==> src/rtl/uart_tx_arb_pkg.sv <==
// uart_tx_arb_pkg
//   Shared types and constants for the UART TX line arbiter.
//   t_uarttx_arb_state : arbiter FSM state (IDLE -> SEND -> DONE -> IDLE)
//   c_line_bytes       : default bytes per ASCII line
//   c_line_of_spaces   : idle line image, all spaces terminated by CR LF
package uart_tx_arb_pkg;

    typedef enum logic [1:0] {
        ST_ARB_IDLE = 2'd0,
        ST_ARB_SEND = 2'd1,
        ST_ARB_DONE = 2'd2
    } t_uarttx_arb_state;

    localparam int unsigned c_line_bytes = 34;

    localparam logic [c_line_bytes*8-1:0] c_line_of_spaces =
        {{(c_line_bytes - 2){8'h20}}, 8'h0D, 8'h0A};

endpackage

==> src/rtl/uart_tx_line_arbiter_if.sv <==
// uart_tx_line_arbiter_if
//   Bundles the producer request/line/ack/done signals and the byte stream towards the TX FIFO.
//   Signal prefixes are from the arbiter's point of view.
//   i_req       : level request per producer
//   i_line_flat : producer k line at bits [(k+1)*L*8-1 -: L*8]
//   o_ack       : one-cycle pulse, line captured
//   o_done      : one-cycle pulse, last byte accepted by the FIFO
//   o_tx_data / o_tx_valid / i_tx_ready : byte handshake into the FIFO
//   o_busy      : arbiter not idle
//   o_grant_idx : current / last grantee
//   modport master : arbiter side; modport slave : producers + FIFO side
interface uart_tx_line_arbiter_if #(
    parameter int unsigned parm_N_REQ      = 3,
    parameter int unsigned parm_LINE_BYTES = 34
);
    logic [parm_N_REQ-1:0]                   i_req;
    logic [parm_N_REQ*parm_LINE_BYTES*8-1:0] i_line_flat;
    logic [parm_N_REQ-1:0]                   o_ack;
    logic [parm_N_REQ-1:0]                   o_done;
    logic [7:0]                              o_tx_data;
    logic                                    o_tx_valid;
    logic                                    i_tx_ready;
    logic                                    o_busy;
    logic [$clog2(parm_N_REQ)-1:0]           o_grant_idx;

    modport master (
        input  i_req, i_line_flat, i_tx_ready,
        output o_ack, o_done, o_tx_data, o_tx_valid, o_busy, o_grant_idx
    );

    modport slave (
        output i_req, i_line_flat, i_tx_ready,
        input  o_ack, o_done, o_tx_data, o_tx_valid, o_busy, o_grant_idx
    );
endinterface

==> src/rtl/rr_priority_pick.sv <==
// rr_priority_pick
//   Combinational round-robin selector: returns the first set request found when searching
//   i_ptr+1, i_ptr+2, ... modulo N.
//   i_req : request vector
//   i_ptr : index of the most recent grantee (lowest priority)
//   o_any : at least one request is set
//   o_idx : selected index (0 when o_any is low)
module rr_priority_pick #(
    parameter  int unsigned N = 3,
    localparam int unsigned W = $clog2(N)
) (
    input  logic [N-1:0] i_req,
    input  logic [W-1:0] i_ptr,
    output logic         o_any,
    output logic [W-1:0] o_idx
);

    logic [W-1:0] w_pos;

    always_comb begin
        o_any = |i_req;
        o_idx = '0;
        w_pos = '0;
        // Scan from farthest to nearest so the final hit is the nearest one after the pointer.
        for (int i = int'(N); i >= 1; i--) begin
            w_pos = W'((int'(i_ptr) + i) % int'(N));
            if (i_req[w_pos]) begin
                o_idx = w_pos;
            end
        end
    end

endmodule

==> src/rtl/uart_tx_line_arbiter.sv <==
// uart_tx_line_arbiter
//   Shares one UART TX FIFO between parm_N_REQ line producers. A round-robin winner's line is
//   captured, acknowledged, and streamed MSB byte first with a valid/ready handshake; the
//   producer gets a done pulse once the last byte is accepted.
//   i_clk_20mhz   : system clock
//   i_rst_20mhz_n : synchronous active-low reset
//   if_arb        : producer and FIFO signals (see uart_tx_line_arbiter_if)
module uart_tx_line_arbiter
    import uart_tx_arb_pkg::*;
#(
    parameter int unsigned parm_N_REQ      = 3,
    parameter int unsigned parm_LINE_BYTES = c_line_bytes
) (
    input  logic                   i_clk_20mhz,
    input  logic                   i_rst_20mhz_n,
    uart_tx_line_arbiter_if.master if_arb
);

    localparam int unsigned c_w  = $clog2(parm_N_REQ);
    localparam int unsigned c_cw = $clog2(parm_LINE_BYTES + 1);
    localparam int unsigned c_lw = parm_LINE_BYTES * 8;

    localparam logic [c_lw-1:0] c_reset_line = {{(parm_LINE_BYTES - 2){8'h20}}, 8'h0D, 8'h0A};

    t_uarttx_arb_state r_state, w_state_nxt;
    logic [c_w-1:0]    r_grant, w_grant_nxt;
    logic [c_w-1:0]    r_ptr, w_ptr_nxt;
    logic [c_cw-1:0]   r_count, w_count_nxt;
    logic [c_lw-1:0]   r_line, w_line_nxt;
    logic              r_first, w_first_nxt;

    logic              w_any;
    logic [c_w-1:0]    w_pick;
    logic [c_lw-1:0]   w_sel_line;
    logic [parm_N_REQ-1:0] w_grant_onehot;

    rr_priority_pick #(
        .N (parm_N_REQ)
    ) u_pick (
        .i_req (if_arb.i_req),
        .i_ptr (r_ptr),
        .o_any (w_any),
        .o_idx (w_pick)
    );

    assign w_sel_line     = c_lw'(if_arb.i_line_flat >> (int'(w_pick) * int'(c_lw)));
    assign w_grant_onehot = parm_N_REQ'(1) << r_grant;

    always_comb begin
        w_state_nxt = r_state;
        w_grant_nxt = r_grant;
        w_ptr_nxt   = r_ptr;
        w_count_nxt = r_count;
        w_line_nxt  = r_line;
        w_first_nxt = r_first;
        unique case (r_state)
            ST_ARB_IDLE: begin
                if (w_any) begin
                    w_grant_nxt = w_pick;
                    w_ptr_nxt   = w_pick;
                    w_line_nxt  = w_sel_line;
                    w_count_nxt = c_cw'(parm_LINE_BYTES);
                    w_first_nxt = 1'b1;
                    w_state_nxt = ST_ARB_SEND;
                end
            end
            ST_ARB_SEND: begin
                w_first_nxt = 1'b0;
                // o_tx_valid is constantly high here, so ready alone marks a transfer.
                if (if_arb.i_tx_ready) begin
                    w_line_nxt  = r_line << 8;
                    w_count_nxt = r_count - c_cw'(1);
                    if (r_count == c_cw'(1)) begin
                        w_state_nxt = ST_ARB_DONE;
                    end
                end
            end
            ST_ARB_DONE: begin
                w_state_nxt = ST_ARB_IDLE;
            end
            default: begin
                w_state_nxt = ST_ARB_IDLE;
            end
        endcase
    end

    always_ff @(posedge i_clk_20mhz) begin
        if (!i_rst_20mhz_n) begin
            r_state <= ST_ARB_IDLE;
            r_grant <= '0;
            // Pointer at N-1 so producer 0 is searched first after reset.
            r_ptr   <= c_w'(parm_N_REQ - 1);
            r_count <= '0;
            r_line  <= c_reset_line;
            r_first <= 1'b0;
        end else begin
            r_state <= w_state_nxt;
            r_grant <= w_grant_nxt;
            r_ptr   <= w_ptr_nxt;
            r_count <= w_count_nxt;
            r_line  <= w_line_nxt;
            r_first <= w_first_nxt;
        end
    end

    // Outputs decode registered state only, so they are glitch-free.
    always_comb begin
        if_arb.o_ack       = '0;
        if_arb.o_done      = '0;
        if_arb.o_tx_valid  = 1'b0;
        if_arb.o_tx_data   = '0;
        if_arb.o_busy      = (r_state != ST_ARB_IDLE);
        if_arb.o_grant_idx = r_grant;
        if (r_state == ST_ARB_SEND) begin
            if_arb.o_tx_valid = 1'b1;
            if_arb.o_tx_data  = r_line[c_lw-1 -: 8];
            if (r_first) begin
                if_arb.o_ack = w_grant_onehot;
            end
        end
        if (r_state == ST_ARB_DONE) begin
            if_arb.o_done = w_grant_onehot;
        end
    end

endmodule

==> src/flat_wrapper.sv <==
// flat-port wrapper written by rule: the top's interface ports become plain ports
module uart_tx_line_arbiter_flat import uart_tx_arb_pkg::*;
#(
    parameter int unsigned parm_N_REQ      = 3,
    parameter int unsigned parm_LINE_BYTES = c_line_bytes
)
  (i_clk_20mhz, i_rst_20mhz_n, if_arb_i_req, if_arb_i_line_flat, if_arb_i_tx_ready, if_arb_o_ack, if_arb_o_done, if_arb_o_tx_data, if_arb_o_tx_valid, if_arb_o_busy, if_arb_o_grant_idx);
  uart_tx_line_arbiter_if #(.parm_N_REQ(parm_N_REQ), .parm_LINE_BYTES(parm_LINE_BYTES)) if_arb_i ();
  input  logic i_clk_20mhz;
  input  logic i_rst_20mhz_n;
  input wire logic [$bits(if_arb_i.i_req)-1:0] if_arb_i_req;
  input wire logic [$bits(if_arb_i.i_line_flat)-1:0] if_arb_i_line_flat;
  input wire logic [$bits(if_arb_i.i_tx_ready)-1:0] if_arb_i_tx_ready;
  output wire logic [$bits(if_arb_i.o_ack)-1:0] if_arb_o_ack;
  output wire logic [$bits(if_arb_i.o_done)-1:0] if_arb_o_done;
  output wire logic [$bits(if_arb_i.o_tx_data)-1:0] if_arb_o_tx_data;
  output wire logic [$bits(if_arb_i.o_tx_valid)-1:0] if_arb_o_tx_valid;
  output wire logic [$bits(if_arb_i.o_busy)-1:0] if_arb_o_busy;
  output wire logic [$bits(if_arb_i.o_grant_idx)-1:0] if_arb_o_grant_idx;
  assign if_arb_i.i_req = if_arb_i_req;
  assign if_arb_i.i_line_flat = if_arb_i_line_flat;
  assign if_arb_i.i_tx_ready = if_arb_i_tx_ready;
  assign if_arb_o_ack = if_arb_i.o_ack;
  assign if_arb_o_done = if_arb_i.o_done;
  assign if_arb_o_tx_data = if_arb_i.o_tx_data;
  assign if_arb_o_tx_valid = if_arb_i.o_tx_valid;
  assign if_arb_o_busy = if_arb_i.o_busy;
  assign if_arb_o_grant_idx = if_arb_i.o_grant_idx;
  uart_tx_line_arbiter #(.parm_N_REQ(parm_N_REQ), .parm_LINE_BYTES(parm_LINE_BYTES)) u_core (.i_clk_20mhz(i_clk_20mhz), .i_rst_20mhz_n(i_rst_20mhz_n), .if_arb(if_arb_i));
endmodule
==> config.mk <==
export PLATFORM = sky130hd
export DESIGN_NAME = uart_tx_line_arbiter_flat
export DESIGN_NICKNAME = d
export VERILOG_FILES = /design/src/rtl/uart_tx_arb_pkg.sv /design/src/rtl/uart_tx_line_arbiter_if.sv /design/src/rtl/rr_priority_pick.sv /design/src/rtl/uart_tx_line_arbiter.sv /design/src/flat_wrapper.sv
export SDC_FILE = /design/constraint.sdc
export NUM_CORES = 1
export LEC_CHECK = 0
export ABC_CLOCK_PERIOD_IN_PS = 4300
export CORE_AREA = 4 4 328 330
export CTS_BUF_LIST = sky130_fd_sc_hd__clkbuf_4 sky130_fd_sc_hd__clkbuf_8
export DETAILED_ROUTE_END_ITERATION = 6
export DIE_AREA = 0 0 332 334
export PLACE_DENSITY = 0.41
export REMOVE_ABC_BUFFERS = 1
export SYNTH_ARGS = -nofsm -noshare
export SYNTH_HDL_FRONTEND = slang
export SYNTH_SLANG_ARGS = --single-unit
==> constraint.sdc <==
create_clock -name i_clk_20mhz -period 4.3 [get_ports i_clk_20mhz]
set_clock_uncertainty 0.1 [all_clocks]
set_input_delay 0.43 -clock i_clk_20mhz [delete_from_list [all_inputs] [get_ports i_clk_20mhz]]
set_output_delay 0.43 -clock i_clk_20mhz [all_outputs]
set_load 0.02 [all_outputs]
==> key figures, run 1 <==
Status
  • Outcome: finished, final reports clean

Clock tree
  • Reg clk slew, reported paths: 0.06 ns
  • Clk Latency, worst-skew pair: 0.70 ns
  • Post-CTS setup buffers: 0
  • Max clock buf depth: 3
  • # clock sinks: 284
  • Max H-tree Level: 2
  • Total CTS buffers: 61
  • Hold_buf cts: 0
  • TritonCTS clock tree: done
  • Post-CTS sizing: 0
  • Root buffer cell: clkbuf_8

Place
  • Setup WS pre-CTS: 0.904 ns
  • Port bufs: between 800 and 900
  • Post-DP HPWL: 71.4 mm
  • GP Congestion: 0.811
  • Placed cell count: ~4000

GRT
  • Initial antenna violation count: 18
  • GR Util met1: between 20% and 30%
  • All-layer global routing usage: around 17%
  • Met3 Track Usage GR: 4.81%
  • First-pass GRT wire length: about 140 mm
  • Total grt overflow: 0
  • Largest net degree at the start of global routing: between 150 and 200
  • GR peak layer: met2
  • Vias in the first global route: 20318
  • GR Util met2: 28.9%

Cells and area
  • Ratio of cells with drive above 1 in the final layout: just under 8%
  • Post-route insts no fill: 4143
  • Register area: 5690 µm²
  • Fillers: 11496
  • Util after Layout: 25.7%
  • Layout net count: 3522
  • Area delta synth->final: 69.9%
  • Area of the multi-input gates: 9060 µm²

Worst setup path
  • Buf+Inv Stages, Crit Path: 3
  • Crit path required time: 3.77 ns
  • Slowest cell on crit path: clkdlybuf4s50_1
  • CP Max Fanout: 9
  • CP top delay family: buffers and inverters
  • Slowest cell delay on critical path: 0.64 ns
  • Reg-to-reg endpoint: u_core.r_line[118]
  • Critical path type: reg -> out
  • Crit path launch type: flop
  • Setup crit end kind: output pin
  • Reg2reg setup slack: ~0.79 ns
  • RR Startpoint: u_core.r_ptr[0]
  • Crit-path cells: nand2b_1, inv_1, buf_4, and2_1, clkdlybuf4s50_1
  • Reg2Reg Depth: 9
  • Crit path DAT: 3.00 ns

Timing
  • Slew margin rel.: 32.3%
  • Period minus WS final: 3.53 ns
  • Worst Max-Slew Pin Slew: 1.01 ns
  • RSZ-0062 raised after global routing: no
  • Max Clk Rate: approximately 280 MHz
  • Max Slew Vio Count: 0
  • Final setup viols: 0
  • Fin crit share: 82.1%
  • Setup slack after layout: just under 0.8 ns
  • Hold Vio Cnt, Final: 0
  • Hold slack: 0.231 ns

Pwr
  • Max VDD drop: roughly 200 µV
  • Leakage power: around 0.0087 µW
  • Power Dens Cells: 340 nW/µm²
  • NetSw: 3030 µW
  • Total power: between 9000 and 10000 µW
  • Clk network pwr share: 35.5%
  • Seq pwr share: 35.4%
  • Internal power: 6100 µW
  • Sw Share: ~33%
  • Comb pwr share: 29.2%

Synthesis
  • Yosys top cell area share: 35.9%
  • YS warnings: 0
  • EDFF count, synth: 0
  • Register area share after synthesis: 35.9%
  • Syn Inst Count: 1980
  • #FFs+latches synth: between 200 and 300
  • Ys async rst share: 0%
  • Top FF cell, synth: dfxtp_1
  • Ranking of synthesized cells by area: dfxtp_1 (36%), nor3_1 (17%), o221ai_1 (15%)
  • Post-Syn Area: 15800 µm²
  • Post-synth top area cell: dfxtp_1
  • Mean Syn Cell Area: 7.99 µm²
  • Netlist cell types: 47

Detailed routing
  • Post-DRT Antenna Nets: 0
  • DRC: 0
  • Via count: 19391
  • WL final: 98.4 mm
  • Via density: 4.68
  • Drt pass-1 iters: 5
  • DR iter-0 viols: 1007
  • DR WL/cell: 23.8 µm

Worst hold path
  • WHS Path Cells: 3
  • Hold_sp: if_arb_i_line_flat[544]
  • Hold Path Class: in -> reg
  • Worst Hold Path EP: u_core.r_line[0]

Die
  • Initial cell density of the core: 15.1%
  • Die Y: roughly 330 µm
  • Core area: approximately 100000 µm²
  • Row Count: 119
  • Boundary pin count: 840
  • Die area: 111000 µm²
  • Die X: 332 µm

Job
  • MaxCap Viol Count: 0
## cells in the final DEF, fill, tap and decap left out, types with 10 or more instances in the layout
master | synthesis | routed
clkdlybuf4s50_1 | 0 | 839
nor3_1 | 532 | 532
dfxtp_1 | 284 | 284
o221ai_1 | 264 | 264
nand2_1 | 241 | 241
o31ai_1 | 187 | 187
clkbuf_8 | 0 | 77
nor2_1 | 48 | 47
o31ai_2 | 42 | 42
buf_4 | 11 | 36
o32ai_1 | 35 | 35
clkbuf_4 | 2 | 23
buf_12 | 0 | 18
diode_2 | 0 | 15
mux2i_1 | 12 | 12
and2_1 | 10 | 10
## state kept, by name, indices dropped and copies added (netlist names)
register	count
u_core.if_arb.o_grant_idx	1
u_core.r_first	1
u_core.r_state	2
u_core.r_count	6
u_core.r_line	272
u_core.r_ptr	2
## synthesized netlist by cell type (2+ instances only)
| cell type | instances |
|---|---|
| xor2_1 | 2 |
| a21oi_1 | 5 |
| buf_1 | 9 |
| o22ai_1 | 2 |
| mux2i_1 | 12 |
| buf_4 | 11 |
| o221ai_1 | 264 |
| nand2b_1 | 7 |
| nor4_1 | 3 |
| a221oi_1 | 2 |
| and2_1 | 10 |
| dfxtp_1 | 284 |
| o31ai_2 | 42 |
| o31ai_1 | 187 |
| clkbuf_1 | 121 |
| ha_1 | 6 |
| a22oi_1 | 6 |
| inv_1 | 9 |
| a31oi_1 | 2 |
| nor3b_1 | 2 |
| nor2_1 | 48 |
| nand3_1 | 4 |
| o21ai_0 | 9 |
| buf_2 | 99 |
| o32ai_1 | 35 |
| xnor2_1 | 2 |
| or3_1 | 2 |
| nand2_1 | 241 |
| or2_2 | 2 |
| clkbuf_4 | 2 |
| nand3b_1 | 3 |
| nor3_1 | 532 |
## area by class of cell
cell class,instances,area share (%)
Clock buffer,100,4.58
Tap cell,1391,6.47
Clock inverter,6,0.214
Antenna cell,15,0.140
Multi-Input combinational cell,1444,33.7
Inverter,10,0.167
Timing Repair Buffer,893,33.6
Sequential cell,284,21.1
## through the flow
step	instance area (µm²)	setup TNS, ns
after detailed placement	25600	0
after CTS	26900	0
final	26900	0
after global placement	25600	0
after global routing	26900	0
after floorplan	14700	-3982.69
## how the worst max path moves through the flow
stage | from | end | depth (start not counted)
2_1_floorplan | u_core.r_ptr[0] | u_core.r_line[13] | 7
3_3_place_gp | u_core.r_ptr[0] | u_core.r_line[118] | 9
3_5_place_dp | u_core.r_ptr[0] | u_core.r_line[118] | 9
4_1_cts | u_core.r_state[0] | if_arb_o_tx_data[3] | 5
5_1_grt | u_core.r_state[0] | if_arb_o_tx_data[3] | 5
6_report | u_core.r_state[0] | if_arb_o_tx_data[3] | 5
## logic make-up after synthesis
| kind of cell | synth area share, % |
|---|---|
| and+or+nand+nor | 25.2 |
| AOI/OAI and AO/OA | 30.3 |
| DFF | 35.9 |
| buffers and inverters | 7.07 |
| muxes | 0.830 |
| adders and majority gates | 0.474 |
| xor gates and xnor gates | 0.221 |
## tightest hold or removal path, stage by stage
cell and delay [ns]:
clkdlybuf4s50_1 0.45, a22oi_1 0.05, o21ai_0 0.07
## routing by layer
| metal | wire (µm) | up-vias | share of wire (%) |
|---|---|---|---|
| met1 | 41500 | 9400 | 42 |
| met4 | 1400 | 8 | 1.4 |
| li1 | - | 9211 | - |
| met5 | 55 | - | 0.056 |
| met2 | 48100 | 680 | 49 |
| met3 | 7370 | 92 | 7.5 |
## power by group through the flow
stage	logic [µW]	clock network, µW	registers [µW]
after detailed placement	2680	0	3280
after floorplan	1460	0	3170
after CTS	2700	3390	3230
final	2660	3240	3230
after global routing	2880	3490	3270
after global placement	2690	0	3290
No activity file was read; power rests on OpenSTA's default activity.
==> run 2: changes to the inputs <==
Settings changed: ABC_CLOCK_PERIOD_IN_PS 4300 to 3000, PLACE_DENSITY 0.41 to 0.42.
Clock period 4.3 ns to 3 ns, I/O delays scaled along.
==> key figures, run 2 (same netlist as run 1, synthesis figures left out) <==
GRT
  • Largest net degree at the start of global routing: 106
  • Initial antenna violation count: 29
  • Total grt overflow: 0
  • Vias in the first global route: 20556
  • First-pass GRT wire length: 141 mm
  • All-layer global routing usage: 16.7%

Worst setup path
  • Crit path launch type: flop
  • Crit path required time: ~2.6 ns
  • Reg2reg setup slack: about 0.20 ns
  • RR Startpoint: u_core.r_ptr[0]
  • Setup crit end kind: output pin
  • Slowest cell delay on critical path: 0.68 ns
  • Crit path DAT: between 2 and 2.5 ns
  • Reg-to-reg endpoint: u_core.r_line[77]
  • Slowest cell on crit path: clkdlybuf4s50_1
  • Crit-path cells: nand2b_1, inv_1, buf_4, and2_1, clkdlybuf4s50_1
  • Reg2Reg Depth: 10
  • CP Max Fanout: 8
  • CP top delay family: buffers and inverters
  • Critical path type: reg -> out
  • Buf+Inv Stages, Crit Path: 3

Pwr
  • Internal power: 8800 µW
  • Total power: 13200 µW
  • NetSw: 4380 µW
  • Leakage power: 0.00920 µW
  • Max VDD drop: 321 µV
  • Sw Share: 33.2%
  • Power Dens Cells: 474 nW/µm²
  • Clk network pwr share: 33.0%
  • Comb pwr share: 32.0%
  • Seq pwr share: roughly a third

Timing
  • Period minus WS final: 2.82 ns
  • Setup slack after layout: 0.183 ns
  • Hold Vio Cnt, Final: 0
  • Max Slew Vio Count: 0
  • Slew margin rel.: 54.1%
  • Hold slack: 0.128 ns
  • Max Clk Rate: 355 MHz
  • RSZ-0062 raised after global routing: no
  • Final setup viols: 0
  • Fin crit share: 93.9%
  • Worst Max-Slew Pin Slew: 0.688 ns

Detailed routing
  • Via density: 4.69
  • Via count: 19806
  • Post-DRT Antenna Nets: 0
  • WL final: 99.5 mm
  • Drt pass-1 iters: 5
  • DR WL/cell: roughly 24 µm
  • DRC: 0
  • DR iter-0 viols: 1004

Die
  • Boundary pin count: 840
  • Die X: between 300 and 400 µm
  • Row Count: about 120
  • Die Y: 334 µm
  • Initial cell density of the core: 15.1%
  • Die area: 111000 µm²
  • Core area: 105000 µm²

Worst hold path
  • Worst Hold Path EP: u_core.r_line[7]
  • WHS Path Cells: 3
  • Hold_sp: if_arb_i_line_flat[551]
  • Hold Path Class: in -> reg

Cells and area
  • Area delta synth->final: 75.7%
  • Commonest non-fill, non-tap cell in the layout: clkdlybuf4s50_1
  • Ratio of cells with drive above 1 in the final layout: 10.8%
  • Leading cell types in the layout, fill and taps excluded: clkdlybuf4s50_1 (837), nor3_1 (532), dfxtp_1 (282)
  • Max FFs per register: 272
  • Layout net count: 3611
  • Top flop regs: u_core.r_line (272), u_core.r_count (6)
  • Post-route insts no fill: around 4200
  • Largest Register: u_core.r_line

Place
  • Post-DP HPWL: 75.4 mm
  • GP Congestion: 0.839
  • Placed cell count: 4103
  • Port bufs: around 840
  • Setup WS pre-CTS: 0.121 ns

Clock tree
  • Reg clk slew, reported paths: 0.06 ns
  • # clock sinks: 284
  • Total CTS buffers: 59
  • TritonCTS clock tree: done
  • Max clock buf depth: 3
  • Root buffer cell: clkbuf_8
  • Clk Latency, worst-skew pair: around 0.68 ns
  • Max H-tree Level: 2
  • Hold_buf cts: 0

Status
  • Outcome: finished, final reports clean

Job
  • MaxCap Viol Count: 0
## run 2: cell types whose count changed in the layout (fill, tap and decap cells not counted), sizes merged
| cell | before | now |
|---|---|---|
| buf | 54 | 142 |
| bufinv | 1 | 0 |
| clkbuf | 100 | 101 |
| clkdlybuf4s50 | 839 | 837 |
| clkinv | 4 | 3 |
| clkinvlp | 1 | 0 |
| diode | 15 | 11 |
| dlygate4sd2 | 0 | 1 |
| dlymetal6s2s | 0 | 1 |
## run 2: tightest hold or removal path, cell delays in order
cell	delay (ns)
clkdlybuf4s50_1	0.46
a22oi_1	0.05
o21ai_0	0.06
## run 2: worst max-delay path by stage
| stage | slack [ns] | to | from | cells past startpoint |
|---|---|---|---|---|
| after floorplan | -16.46 | u_core.r_line[13] | u_core.r_ptr[0] | 7 |
| final | 0.18 | if_arb_o_tx_data[7] | u_core.r_state[0] | 5 |
| after global placement | 0.18 | u_core.r_line[239] | u_core.r_ptr[0] | 9 |
| after CTS | 0.004 | if_arb_o_tx_data[3] | u_core.r_state[1] | 5 |
| after global routing | 0.01 | if_arb_o_tx_data[6] | u_core.r_state[1] | 5 |
| after detailed placement | 0.12 | u_core.r_line[271] | u_core.r_ptr[0] | 9 |
## run 2: area by class of cell
| class | instances | area [µm²] |
|---|---|---|
| fillers | 11476 | 77000 |
| repair buffers | 984 | 10100 |
| multi-input cells | 1444 | 9080 |
| flip-flops and latches | 284 | 5690 |
| well taps | 1391 | 1740 |
| clock buffers | 98 | 1160 |
| inverters | 10 | 45.0 |
| diodes | 11 | 27.5 |
| clock inverters | 3 | 15.0 |
## run 2: power by group through the flow
stage / registers [µW] / clock network (µW) / logic, µW
5_1_grt: 4660 / 4650 / 4540
2_1_floorplan: 4550 / 0 / 2090
3_5_place_dp: 4680 / 0 / 4130
6_report: 4610 / 4350 / 4210
4_1_cts: 4610 / 4530 / 4150
3_3_place_gp: 4690 / 0 / 4150
## run 2: per-layer routing
metal	part of all wire, %	track usage, %	vias to the layer above	wire length [µm]
met5	0.054	0	-	54
met4	3.0	5.72	8	3030
met3	7.5	4.90	137	7500
met2	48	28.1	795	47600
met1	42	20.4	9470	41300
li1	-	-	9396	-
## run 2: per-stage QoR
stage / setup TNS (ns) / area, µm² / utilization, %
5_1_grt: 0 / 27800 / 26.5
6_report: 0 / 27800 / 26.5
3_3_place_gp: 0 / 26500 / 25.2
4_1_cts: 0 / 27600 / 26.4
3_5_place_dp: 0 / 26500 / 25.2
2_1_floorplan: -4339.80 / 14700 / -
## run 2: timing repair
| action | in CTS | in global routing |
|---|---|---|
| setup buffers | 0 | 7 |
| gates cloned | 0 | 3 |
| setup endpoints to repair | 9 | 106 |
| gates resized for setup | 2 | 7 |
| pin swaps | 0 | 1 |
